==> config.mk <==
export PLATFORM = sky130hd
export DESIGN_NAME = tone_envelope_gen
export DESIGN_NICKNAME = d
export VERILOG_FILES = /design/src/rtl/tone_envelope_gen.sv
export SDC_FILE = /design/constraint.sdc
export NUM_CORES = 1
export LEC_CHECK = 0
export CAP_MARGIN = 0
export CORE_MARGIN = 1.5
export CORE_UTILIZATION = 30
export CTS_BUF_LIST = sky130_fd_sc_hd__clkbuf_2 sky130_fd_sc_hd__clkbuf_4 sky130_fd_sc_hd__clkbuf_8
export DETAILED_ROUTE_END_ITERATION = 8
export DONT_BUFFER_PORTS = 1
export GPL_TIMING_DRIVEN = 0
export HOLD_SLACK_MARGIN = 0.03
export RECOVER_POWER = 100
export SLEW_MARGIN = 20
export SYNTH_ARGS = -nofsm -noshare
export SYNTH_HDL_FRONTEND = slang
export SYNTH_SLANG_ARGS = --single-unit
export TNS_END_PERCENT = 5
==> constraint.sdc <==
create_clock -name clk -period 2.97 [get_ports clk]
set_input_delay 0.1485 -clock clk [delete_from_list [all_inputs] [get_ports clk]]
set_output_delay 0.1485 -clock clk [all_outputs]
set_load 0.01 [all_outputs]
==> src/rtl/tone_envelope_gen.sv <==
// tone_envelope_gen: note-indexed square-wave tone with linear attack/sustain/release envelope
module tone_envelope_gen #(
  parameter int ENV_MAX      = 255,
  parameter int ATTACK_STEP  = 8,
  parameter int RELEASE_STEP = 2,
  parameter int AMP_SHIFT    = 12
) (
  input  logic        clk,
  input  logic        reset_n,
  input  logic        sample_tick,
  input  logic        note_start,
  input  logic        note_stop,
  input  logic [4:0]  note,
  input  logic        octave_up,
  output logic [23:0] audio,
  output logic [7:0]  env_level,
  output logic        busy
);
  typedef enum logic [1:0] {IDLE, ATTACK, SUSTAIN, RELEASE} state_t;
  // Half-period in sample ticks, round(24000/f); 0 marks a rest
  localparam logic [6:0] HP_ROM [32] = '{
    7'd0,  7'd92, 7'd87, 7'd82, 7'd77, 7'd73, 7'd69, 7'd65, 7'd61, 7'd58, 7'd55,
    7'd51, 7'd49, 7'd46, 7'd43, 7'd41, 7'd39, 7'd36, 7'd34, 7'd32, 7'd31, 7'd29,
    7'd27, 7'd26, 7'd24, 7'd0,  7'd0,  7'd0,  7'd0,  7'd0,  7'd0,  7'd0
  };
  state_t      state;
  logic [6:0]  hp, hp_reg, half_cnt;
  logic        sq, rest_reg;
  logic [8:0]  env_up, env_dn;
  logic [23:0] mag;
  assign hp     = HP_ROM[note];
  assign env_up = {1'b0, env_level} + 9'(ATTACK_STEP);
  assign env_dn = {1'b0, env_level} - 9'(RELEASE_STEP);
  assign mag    = 24'(env_level) << AMP_SHIFT;
  assign audio  = (rest_reg || state == IDLE) ? 24'd0 : (sq ? mag : -mag);
  assign busy   = (state != IDLE);
  always_ff @(posedge clk or negedge reset_n) begin
    if (!reset_n) begin
      state     <= IDLE;
      env_level <= 8'd0;
      half_cnt  <= 7'd0;
      sq        <= 1'b1;
      hp_reg    <= 7'd0;
      rest_reg  <= 1'b1;
    end else if (note_start) begin
      hp_reg   <= octave_up ? hp >> 1 : hp;
      rest_reg <= (hp == 7'd0);
      half_cnt <= 7'd0;
      sq       <= 1'b1;
      state    <= ATTACK;
    end else begin
      if (note_stop && (state == ATTACK || state == SUSTAIN))
        state <= RELEASE;
      else if (sample_tick)
        case (state)
          IDLE:    env_level <= 8'd0;
          ATTACK:
            if (env_up >= 9'(ENV_MAX)) begin
              env_level <= 8'(ENV_MAX);
              state     <= SUSTAIN;
            end else
              env_level <= env_up[7:0];
          SUSTAIN: env_level <= 8'(ENV_MAX);
          RELEASE:
            if (env_dn[8] || env_dn == 9'd0) begin
              env_level <= 8'd0;
              state     <= IDLE;
            end else
              env_level <= env_dn[7:0];
          default: state <= IDLE;
        endcase
      if (sample_tick && !rest_reg && state != IDLE) begin
        if (half_cnt == hp_reg - 7'd1) begin
          sq       <= ~sq;
          half_cnt <= 7'd0;
        end else
          half_cnt <= half_cnt + 7'd1;
      end
    end
  end
endmodule

# After elaboration in Yosys (flattened, before gate mapping)
# Memories as Yosys holds them, arrays and structs flattened.
# Index checks and enable logic that the tools add are counted.
# totals
reg_bits,26
latchBits,0
ramBits,0
rom_bits,224
output_inout_bits,33
word_cells,62
n_memories,1
# mem_list
memory,depth,width,rd,rd_ports_with_merged_regs,write_ports,line_no,text
(name not given),32,7,1,0,0,31,assign hp = HP_ROM[note];
# classes
add_sub_neg,5
n_mul,0
n_div,0
magnitude_cmp,2
eq_ne,6
n_shift,0
muxes,20
bitwise_logic,4
reduce_logical,18
# ops
operator,n
$mux 24,2
$mux 7,6
$pmux 8 s4,1
$neg 20->24,1
$mux 8,2
$mux 2,5
$add 8x4->9 const B,1
$ge 9x8->1 const B,1
$logic_not 9->1,1
$sub 8x2->9 const B,1
$add 7x1->7 const B,1
$eq 7x7->1,1
$logic_not 7->1,1
$sub 7x1->7 const B,1
$ge 6x6->1 const B,1
$not 5->6,1
$reduce_bool 2->1,3
$eq 2x2->1 const B,2
$ne 4x2->1 const B,1
$ne 4x4->1 const B,1
$pmux 2 s2,1
$reduce_and 4->1,1
$reduce_bool 4->1,1
$logic_and 1x1->1,3
other kinds (9),15

# Logic depth before layout (Yosys ltp)
# depth
depth_word,8
mapped_depth,9
mapped_depth_nobuf,8

# Least setup slack after synthesis
# No wires, ideal clock.
# synth_path
path_kind,reg2reg
from,reg env_level[3]
to,reg env_level[0]
setup_time_ns,0.125
arrival_time_ns,2.300
setup_slack_ns,0.545
stages_incl_launch_ff,10
path_buffers,1
period_less_slack_ns,2.425
cell_sequence,dfrtp_1 > clkbuf_1 > inv_1 > ha_1 > and3b_1 > nor4bb_1 > a31o_2 > inv_1 > nor2_1 > mux2_2
# synth_between
elab_chain_cells,5
elab_cells_between_ends,8
cone_classes,2 x add/sub; 1 x order compare; 3 x mux; 2 x reduce/logical
# synth_lines
item,line_no,text
from (decl),16,"output logic [7:0] env_level,"
from (signal assigned),59,env_level <= 8'(ENV_MAX);
from (signal assigned),62,env_level <= env_up[7:0];
from (signal assigned),63,SUSTAIN: env_level <= 8'(ENV_MAX);
branches (longest 4 deep; another with $add 8x4->9),--,
$pmux 8 s4 *,55,case (state)
# Mark *: on every way between the ends.
# A chain may end at the register's enable or synchronous reset.

# Final worst setup path
# layout_path
from,reg env_level[4]
to,reg env_level[0]
# The elaborated chain is that of the path after synthesis.

==> results.json <==
{
  "status": "finished, final reports clean",
  "route.vias.total": 2400,
  "grt_pass1_wl_mm": 10.9,
  "vias_per_cell": 5.27,
  "hold_class": "in2reg",
  "period_minus_slack_ns": 2.78,
  "cp_max_fo": 10,
  "largest_reg_flops": 8,
  "final_cell_mix": "nand2_1 (27), o21ai_0 (27), nor2_1 (25)",
  "dr.first_iter.drc_count": 102,
  "worst_pin_slew_ns": 1.48,
  "dp_hpwl_mm": 5.00,
  "clockBufferDepth": 2,
  "start_util_pct": 30.7,
  "synth.largest_area_cell": "dfrtp_1",
  "hold_depth": 2,
  "instances_no_fill": 455,
  "cp-end-kind": "flip-flop",
  "nets": 380,
  "die_area_um2": 9400,
  "synth_edf_count": 0,
  "synth_seq_cells": 26,
  "ctsRootBufferMaster": "clkbuf_8",
  "fin_skew_ns": 0.0118,
  "yosys.cell_types.count": 60,
  "synthFlopType": "dfrtp_1",
  "ant_nets": 0,
  "clock.fmax_mhz": 360,
  "worstPathArrival_ns": 2.93,
  "ys_warn_count": 0,
  "whs_ns": 0.0690,
  "std_cell_rows": 34,
  "antenna_found_initial": 0,
  "tns_ns": 0,
  "ys_top_cells_by_area": "dfrtp_1 (23%), ha_1 (9.9%), o21ai_0 (4.9%)",
  "netlist.area_leader.share_pct": 22.7,
  "grt_usage_pct": 13.6,
  "slew_viol_final": 0,
  "core_area_um2": 8640,
  "buffer_ports.inserted": 0,
  "grt_overflow": 0,
  "rsz0062_at_grt": "no",
  "start_kind": "flip-flop",
  "gp_congestion": 0.842,
  "cts_tree": "built",
  "dp.cells": 448,
  "syn2layout_area_growth_pct": 9.83,
  "seq_area_frac_synth_pct": 24.7,
  "first_pass_iters": 5,
  "worst_slack_ns": 0.195,
  "drt-total-wl_mm": 6.54,
  "drive_above_1_share_pct": 11.0,
  "cts.htree.levels": 1,
  "finalSetupViolCount": 0,
  "rr_worst_depth": 9,
  "peakVddDrop_mv": 0.233,
  "path_clk_slew_ns": 0.09,
  "io_pins": 44,
  "p_per_area_nw_per_um2": 624,
  "path_class": "reg2reg",
  "syn_area_per_cell_um2": 8.05,
  "syn_inst": 329,
  "grt_pass1_vias": 2248,
  "wl_per_cell_um": 14.4,
  "die_w_um": 96.9,
  "max-cap-violations": 0,
  "diodes": 0,
  "worst_ep_required_time_ns": 3.12,
  "post-cts-setup-buffers": 0,
  "place_ws_ns": 0.0243,
  "grt_max_degree": 27,
  "post-route-drc-count": 0,
  "slew_headroom_pct": 1.62,
  "ys_async_sr_fraction_pct": 100,
  "synth_area_um2": 2650,
  "clock_sinks": 26,
  "clk_latency_ns": 0.27,
  "hold_viol": 0,
  "fp.dieH_um": 96.9,
  "numCtsBuffers": 3,
  "layout_worst_path_cycle_share_pct": 93.4,
  "leakagePower_nw": 1.25
}
-- stage by stage --
step	instance area (um^2)	total power, mW	util [%]
2_1_floorplan	2690	1.29	-
3_3_place_gp	2820	1.49	32.7
3_5_place_dp	2820	1.50	32.7
4_1_cts	2940	1.82	34.0
5_1_grt	2910	1.95	33.7
6_report	2910	1.82	33.7
-- critical path, cell delays in order, from the launching register on --
cell	delay [ns]
dfrtp_1	0.55
clkbuf_2	0.30
inv_1	0.07
ha_1	0.23
and3b_1	0.22
nor4bb_1	0.45
a31o_2	0.30
inv_1	0.10
nor2_1	0.12
mux2_2	0.34
-- worst paths after layout --
| kind | start | end | slack [ns] |
|---|---|---|---|
| setup / recovery | env_level[4] | env_level[0] | 0.19 |
| max in group asynchronous | reset_n | env_level[3] | 1.23 |
| setup reg to reg | env_level[4] | env_level[0] | 0.19 |
| min in group asynchronous | reset_n | half_cnt[6] | 0.75 |
| hold / removal | note_stop | state[0] | 0.07 |
| hold reg to reg | rest_reg | rest_reg | 0.52 |
-- cell usage after synthesis (3+ instances only) --
cell type and number:
nor4b_1 3, a21oi_1 21, nor2_1 25, buf_4 12, dfrtp_1 24, ha_1 21, o21ai_0 26, o211ai_1 4
nor3b_1 4, nand2_1 27, nor2b_1 5, inv_1 23, clkbuf_1 15, xnor2_1 12, and3_1 5, nor4_1 4
or3_1 3, mux2_2 6, mux2i_1 4, a31oi_1 3, nand3_1 10, nand4_1 6, nor3_1 8, a211oi_1 5
o311ai_0 3, o22ai_1 3
-- layout make-up --
| class | count | area (um^2) |
|---|---|---|
| fillers | 921 | 5730 |
| multi-input cells | 263 | 1780 |
| flip-flops and latches | 26 | 654 |
| plain buffers | 28 | 153 |
| well taps | 108 | 135 |
| inverters | 23 | 86.3 |
| clock buffers | 3 | 41.3 |
| clock inverters | 1 | 30.0 |
| repair buffers | 3 | 23.8 |
-- report_power, final --
part	switching, mW	total [mW]	internal [mW]
clock	0.116	0.296	0.180
sequential	0.124	0.542	0.417
combinational	0.595	0.978	0.383
-- repair_timing --
item	in CTS	in global routing
resized for setup	0	5
endpoints found under the hold margin	27	0
hold buffers	3	0
setup endpoints to repair	0	4
-- routing by layer --
metal  vias to the layer above  global-route usage (%)  part of all wire, %
met4                         0                    3.01                 0.84
met3                         4                    2.38                  6.0
met5                         -                       0                    0
li1                       1199                       -                    -
met2                        72                    23.7                   48
met1                      1125                    17.6                   45
-- logic make-up after synthesis --
family	synth area share (%)
AND/OR/NAND/NOR	24.4
AO/OA/AOI/OAI	21.6
buffers and inverters	8.93
flip-flops	24.7
adder cells (fa/ha/maj)	9.92
XOR/XNOR	5.48
multiplexers	4.91
other	0.142
Power figures use the tool's default switching activity.
